$ cat src/rtl/mem_dump_pkg.sv
// Shared definitions for the data-memory dump streamer: FSM encoding and
// fixed memory timing.
package mem_dump_pkg;

  localparam int unsigned DEF_DATA_W = 16;
  localparam int unsigned DEF_ADDR_W = 8;

  // Synchronous data memory: read data arrives one cycle after the strobe.
  localparam int unsigned RD_LAT = 1;

  typedef enum logic [2:0] {
    IDLE  = 3'd0,
    ISSUE = 3'd1,
    WAIT  = 3'd2,
    SEND  = 3'd3,
    FIN   = 3'd4
  } state_t;

endpackage

$ cat src/rtl/mem_dump_streamer.sv
// Streams a contiguous window of data memory out as one word per valid/ready
// handshake, with a last marker on the final word and a done pulse at the end.
module mem_dump_streamer
  import mem_dump_pkg::*;
#(
  parameter int unsigned DATA_W = DEF_DATA_W,
  parameter int unsigned ADDR_W = DEF_ADDR_W
) (
  input  logic              clock,
  input  logic              reset,
  input  logic              start,
  input  logic [ADDR_W-1:0] base_addr,
  input  logic [ADDR_W:0]   word_count,
  output logic              mem_rd_en,
  output logic [ADDR_W-1:0] mem_addr,
  input  logic [DATA_W-1:0] mem_rd_data,
  output logic [DATA_W-1:0] out_data,
  output logic              out_valid,
  input  logic              out_ready,
  output logic              out_last,
  output logic              busy,
  output logic              done
);

  localparam int unsigned REM_W = ADDR_W + 1;

  state_t state, state_next;

  logic [ADDR_W-1:0] addr, addr_next;
  logic [REM_W-1:0]  remaining, remaining_next;

  logic              mem_rd_en_next;
  logic [ADDR_W-1:0] mem_addr_next;
  logic [DATA_W-1:0] out_data_next;
  logic              out_valid_next;
  logic              out_last_next;
  logic              busy_next;
  logic              done_next;

  logic last_word;
  assign last_word = (remaining == REM_W'(1));

  // State, counters and all outputs are registered from their next values.
  always_ff @(posedge clock) begin
    if (reset) begin
      state     <= IDLE;
      addr      <= '0;
      remaining <= '0;
      mem_rd_en <= 1'b0;
      mem_addr  <= '0;
      out_data  <= '0;
      out_valid <= 1'b0;
      out_last  <= 1'b0;
      busy      <= 1'b0;
      done      <= 1'b0;
    end else begin
      state     <= state_next;
      addr      <= addr_next;
      remaining <= remaining_next;
      mem_rd_en <= mem_rd_en_next;
      mem_addr  <= mem_addr_next;
      out_data  <= out_data_next;
      out_valid <= out_valid_next;
      out_last  <= out_last_next;
      busy      <= busy_next;
      done      <= done_next;
    end
  end

  always_comb begin
    state_next     = state;
    addr_next      = addr;
    remaining_next = remaining;
    out_data_next  = out_data;
    out_last_next  = out_last;

    case (state)
      IDLE: begin
        if (start) begin
          if (word_count == '0) begin
            state_next = FIN;
          end else begin
            addr_next      = base_addr;
            remaining_next = word_count;
            state_next     = ISSUE;
          end
        end
      end
      ISSUE: state_next = WAIT;
      WAIT: begin
        out_data_next = mem_rd_data;
        out_last_next = last_word;
        state_next    = SEND;
      end
      SEND: begin
        // Word and last flag hold until the sink takes the word.
        if (out_ready) begin
          out_last_next = 1'b0;
          if (last_word) begin
            state_next = FIN;
          end else begin
            remaining_next = remaining - REM_W'(1);
            addr_next      = addr + ADDR_W'(1);
            state_next     = ISSUE;
          end
        end
      end
      FIN:     state_next = IDLE;
      default: state_next = IDLE;
    endcase

    // Output values for the cycle spent in state_next.
    mem_rd_en_next = (state_next == ISSUE);
    mem_addr_next  = (state_next == ISSUE) ? addr_next : mem_addr;
    out_valid_next = (state_next == SEND);
    busy_next      = (state_next != IDLE);
    done_next      = (state_next == FIN);
  end

endmodule

$ cat config.mk
export PLATFORM = sky130hd
export DESIGN_NAME = mem_dump_streamer
export DESIGN_NICKNAME = d
export VERILOG_FILES = /design/src/rtl/mem_dump_pkg.sv /design/src/rtl/mem_dump_streamer.sv
export SDC_FILE = /design/constraint.sdc
export NUM_CORES = 1
export LEC_CHECK = 0
export BUFFER_PORTS_ARGS = -buffer_cell sky130_fd_sc_hd__buf_2
export CORE_ASPECT_RATIO = 0.7
export CORE_UTILIZATION = 47
export CTS_CLUSTER_DIAMETER = 150
export DETAILED_ROUTE_END_ITERATION = 6
export GPL_TIMING_DRIVEN = 0
export PLACE_DENSITY = 0.75
export RECOVER_POWER = 100
export SLEW_MARGIN = 20
export SYNTH_ARGS = -nofsm -noshare
export SYNTH_HDL_FRONTEND = slang
export SYNTH_SLANG_ARGS = --single-unit
$ cat constraint.sdc
create_clock -name clock -period 1.85 [get_ports clock]
set_clock_uncertainty 0.1 [all_clocks]
set_input_delay 0.185 -clock clock [delete_from_list [all_inputs] [get_ports clock]]
set_output_delay 0.185 -clock clock [all_outputs]
set_load 0.1 [all_outputs]
=== Word level (Yosys, flattened, before mapping) ===
Index checks and enable logic that the tools add are counted.

* Add/subtract/negate cells: 2
* Reductions and logical operators: 7
* Equal/unequal tests: 11
* Mux-type cells: 17

{| class="wikitable"
|+ Operator list
! cell !! count
|-
| 9-bit 2-to-1 mux || 4
|-
| 8-bit 2-to-1 mux || 4
|-
| 9-bit case mux with 2 select lines || 1
|-
| 8-bit case mux with 2 select lines || 1
|-
| 3-bit 2-to-1 mux || 4
|-
| 3-bit case mux with 4 select lines || 1
|-
| 3-bit by 2-bit == test with 1-bit output, second input constant || 3
|-
| 9-bit by 1-bit == test with 1-bit output, second input constant || 1
|-
| 9-bit zero test || 1
|-
| 9-bit by 1-bit subtractor with 9-bit output, second input constant || 1
|-
| 8-bit by 1-bit adder with 8-bit output, second input constant || 1
|-
| 2-bit inequality test, second input constant || 4
|-
| 3-bit by 1-bit == test with 1-bit output, second input constant || 2
|-
| 5-bit AND reduction || 1
|-
| 2-bit nonzero test || 2
|-
| 3-bit == test, second input constant || 1
|-
| 3-bit zero test || 1
|-
| 3-bit nonzero test || 1
|-
| 1-bit case mux with 2 select lines || 1
|-
| 2-bit AND reduction || 1
|-
| 1-bit 2-to-1 mux || 1
|}

* Logic and storage cells: 47
* Register bits after elaboration: 49
* Output and inout bits: 29
* Input bits: 37

=== Longest topological paths before layout ===
* Depth in word-level cells: 5
* Mapped depth: 8
* Mapped depth without buffers: 7

=== Worst setup path after synthesis ===
Ideal clock, no wire load.

* Path kind: register to register
* Start point: reg remaining[1]
* End point: reg mem_addr[1]
* Library setup time: 141 ps
* Arrival: 1,788 ps
* Slack: -179 ps
* Cell stages (with the launch flop): 8
* Data required time: 1,609 ps
* Path buffers: 0
* Period minus slack after synthesis: 2,029 ps
* Path through: dfxtp_1 -> inv_1 -> ha_1 -> or4b_1 -> o21ai_1 -> mux2_1 -> a22oi_1 -> a211oi_2

* Word-level cells in the longest chain between the ends: 5
* Elaborated cells on any way between the ends: 8
* Those cells by class: eq/ne: 2; mux: 6

{| class="wikitable"
|+ RTL lines
! element !! RTL line !! RTL
|-
| start: declaration || mem_dump_streamer.sv:30 || <nowiki>logic [REM_W-1:0] remaining, remaining_next;</nowiki>
|-
| start signal: assignment || mem_dump_streamer.sv:59 || <nowiki>remaining <= remaining_next;</nowiki>
|-
| 9-bit by 1-bit == test with 1-bit output * || mem_dump_streamer.sv:41 || <nowiki>assign last_word = (remaining == REM_W'(1));</nowiki>
|-
| 3-bit 2-to-1 mux || mem_dump_streamer.sv:99 || <nowiki>if (last_word) begin</nowiki>
|-
| 3-bit 2-to-1 mux || mem_dump_streamer.sv:97 || <nowiki>if (out_ready) begin</nowiki>
|-
| 3-bit case mux with 4 select lines || mem_dump_streamer.sv:77 || <nowiki>case (state)</nowiki>
|-
| 3-bit by 1-bit == test with 1-bit output || mem_dump_streamer.sv:114 || <nowiki>mem_addr_next = (state_next == ISSUE) ? addr_next : mem_addr;</nowiki>
|-
| end signal: assignment || mem_dump_streamer.sv:61 || <nowiki>mem_addr <= mem_addr_next;</nowiki>
|-
| end: declaration || mem_dump_streamer.sv:15 || <nowiki>output logic [ADDR_W-1:0] mem_addr,</nowiki>
|}

Every way passes the cells marked *; elsewhere a longest branch is shown, timed or not.
A chain may end at the register's enable or synchronous reset.

=== Worst setup path in the final report ===
Ends and elaborated chain as after synthesis.

==> results.py <==
metrics = {
    "sta": {
        "drv_slew": 0,
        "worstMarginPinSlew_ps": 700,
        "fin_crit_sh": 1.12,
        "max_freq_mhz": 485,
        "finalCriticalPeriod_ps": 2060,
        "rsz0062_at_grt": "yes",
        "setup_viol": 8,
        "timing.slew.headroom": 0.533,
        "layout_setup_ws_ps": -214,
        "finalHoldViolCount": 0,
    },
    "floorplan": {
        "initial_core_util": 0.494,
        "core_sq_um": 4830,
        "die-area_sq_um": 5370,
        "io_pins": 66,
        "rows": 21,
        "die_h_um": 61.6,
        "die_x_um": 87.2,
    },
    "outcome": {
        "violations": "negative setup slack",
        "outcome": "finished, violations left",
    },
    "power_and_ir_drop": {
        "p_total_mw": 2.82,
        "leakage_nw": 1.28,
        "powerDensity_nw_per_um2": 882,
        "vdd_drop_max_v": 0.000516,
    },
    "synth": {
        "yosysTopAreaCell": "dfxtp_1",
        "synth_top_area_share": 0.411,
        "synth_cell_type_count": 48,
        "syn_area_sq_um": 2390,
        "ys_seq_area_frac": 0.411,
        "synth-main-ff-cell": "dfxtp_1",
        "synth_edf_count": 0,
        "yosys_warnings": 0,
        "synth_common_cells": "57 x nand2_1, 49 x dfxtp_1, 40 x a21oi_1",
        "ys_ff_latch": 49,
        "synthTopCellsByArea": "dfxtp_1 41%, nand2_1 9.0%, a21oi_1 8.4%",
        "async_flop_share": 0,
        "synth_nets": 338,
        "synthCells": 298,
        "yosysMostFrequentCell": "nand2_1",
        "syn_area_per_cell_sq_um": 8.01,
    },
    "job": {
        "drv_cap": 0,
    },
    "global_routing": {
        "grt_pass1_vias": 2081,
        "grt_start_max_net_pins": 17,
        "grt.total_usage": 0.249,
        "antenna_found_initial": 0,
        "overflow": 0,
        "grt_first_pass_wirelength_um": 10100,
    },
    "place": {
        "place_area_sq_um": 2840,
        "portBuffers": 63,
        "dp_hpwl_um": 4540,
        "gp_congestion": 0.841,
    },
    "setup_path": {
        "timing.rr.end": "mem_addr[1]$_SDFFE_PP0N_",
        "critPathMaxFanout": 3,
        "crit_slowest_cell": "or4b_4",
        "criticalPathCategory": "reg2reg",
        "path_buf_inv": 1,
        "slowest_delay_ps": 470,
        "r2r_cells": 7,
        "cp.required_ps": 1920,
        "path_delay_family": "simple AND/OR/NAND/NOR gates",
        "crit_path_end_kind": "flop",
        "r2r-start": "remaining[1]$_SDFFE_PP0P_",
        "worst_ep_arrival_time_ps": 2140,
        "rrSetupSlack_ps": -210,
        "crit_chain": "inv_4, ha_4, or4b_4, o21ai_4, mux2_4, a22oi_2, a211oi_2",
        "startpoint_type": "flop",
    },
    "layout": {
        "multi_input_area_sq_um": 1440,
        "diodes": 0,
        "drive_above_1_share": 0.372,
        "postLayoutCellArea_sq_um": 3200,
        "fin_nets": 423,
        "syn_to_final_growth_pct": 34.0,
        "regArea_sq_um": 995,
        "fillers": 416,
    },
    "min_path": {
        "min_path_cells": 3,
        "hold-path-endpoint": "out_data[12]$_SDFFE_PP0N_",
        "hp-start": "mem_rd_data[12]",
        "hold_class": "in2reg",
    },
    "drt": {
        "totalWireLength_um": 6860,
        "drt_first_pass_iters": 4,
        "vias_per_cell": 5.52,
        "drt_iter0_markers": 161,
        "vias": 2499,
        "ant_nets": 0,
        "drc": 0,
        "wl_per_cell_um": 15.1,
    },
    "cts": {
        "tritoncts": "built",
        "cts_buffer_depth": 2,
        "clockRootBuffer": "clkbuf_8",
        "clk_transition_reported_paths_ps": 100,
        "h-tree-depth": 2,
        "cts_inserted_buffers": 5,
        "cts_sinks": 49,
        "clkLatencyLatePin_ps": 310,
    },
}
==> cell usage in the layout (no fill, tap or decap), types with 5 or more instances in the layout <==
cell,netlist,routed
a211oi_2,7,8
a21oi_1,40,39
a221oi_2,1,6
buf_2,7,34
buf_4,0,14
buf_6,0,5
clkbuf_1,11,8
clkbuf_2,1,32
clkbuf_8,0,5
dfxtp_1,49,42
dfxtp_2,0,5
inv_1,9,8
nand2_1,57,57
nand3_1,7,7
nor2_1,29,27
nor3_1,8,7
o21ai_0,8,7
o21ai_1,7,7
==> area by class of cell <==
type,count,area share
flip-flops and latches,49,0.311
clock buffers,5,0.0215
plain buffers,19,0.0348
inverters,9,0.0113
repair buffers,79,0.139
clock inverters,3,0.00665
multi-input cells,220,0.449
well taps,69,0.0270
==> registers in the layout, summed over array words and instances (netlist names) <==
| name | flops |
|---|---|
| out_data | 16 |
| remaining | 9 |
| addr | 8 |
| mem_addr | 8 |
| state | 3 |
| busy | 1 |
| done | 1 |
| mem_rd_en | 1 |
| out_last | 1 |
| out_valid | 1 |
==> where the power goes <==
group	switching [mW]	internal, mW	leakage (nW)	total (mW)
clock	0.392	0.269	0.0445	0.661
combinational	0.670	0.285	0.830	0.955
sequential	0.0690	1.13	0.405	1.20
total	1.13	1.69	1.28	2.82
==> how the worst max path moves through the flow <==
stage | cells past startpoint | startpoint | to | slack, ps
6_report | 7 | remaining[1]$_SDFFE_PP0P_ | mem_addr[1]$_SDFFE_PP0N_ | -210
3_3_place_gp | 7 | word_count[0] | mem_addr[7]$_SDFFE_PP0N_ | -290
3_5_place_dp | 7 | word_count[0] | mem_addr[3]$_SDFFE_PP0N_ | -290
4_1_cts | 7 | remaining[1]$_SDFFE_PP0P_ | mem_addr[1]$_SDFFE_PP0N_ | -170
5_1_grt | 7 | remaining[1]$_SDFFE_PP0P_ | addr[1]$_SDFF_PP0_ | -270
2_1_floorplan | 7 | remaining[1]$_SDFFE_PP0P_ | mem_addr[1]$_SDFFE_PP0N_ | -100
==> per-layer routing <==
layer  up-vias  track usage  routed length [um]
li1       1229            -                   -
met1      1161        0.356                3250
met2       101        0.378                3030
met3         8       0.0630                 495
met4         0       0.0656                  80
met5         -            0                   0
==> through the flow <==
step	hold WS [ps]	setup slack, ps	TNS, ps	util	std cells
global route	8.27	-268	-2210	0.661	453
finish	4.68	-214	-1000	0.661	453
global placement	326	-291	-4530	0.587	430
floorplan	221	-99.9	-210	-	298
CTS	1.48	-174	-1590	0.629	445
detailed placement	332	-287	-5500	0.587	430
==> what timing repair did <==
item                                   4_1_cts  5_1_grt
setup endpoints to repair                   27       39
hold buffers                                 0        0
buffers inserted                             8        6
cloned                                       0        2
resized for setup                           14       37
endpoints found under the hold margin        0        0
pin swaps                                    6        7
==> worst reg2reg max path, delay by kind of cell, from the launching register on <==
family / cells / cell delay (ps)
fa+ha+maj: 1 / 120
flops: 1 / 370
buf+inv: 1 / 60
simple gates: 1 / 480
mux: 1 / 330
compound gates: 3 / 480
==> kinds of logic after synthesis <==
logic type,share of synthesized area
buffers and inverters,0.0498
adders and majority gates,0.0157
and+or+nand+nor,0.257
muxes,0.0110
DFF,0.411
AOI/OAI and AO/OA,0.256
(Power assumes the default switching activity.)
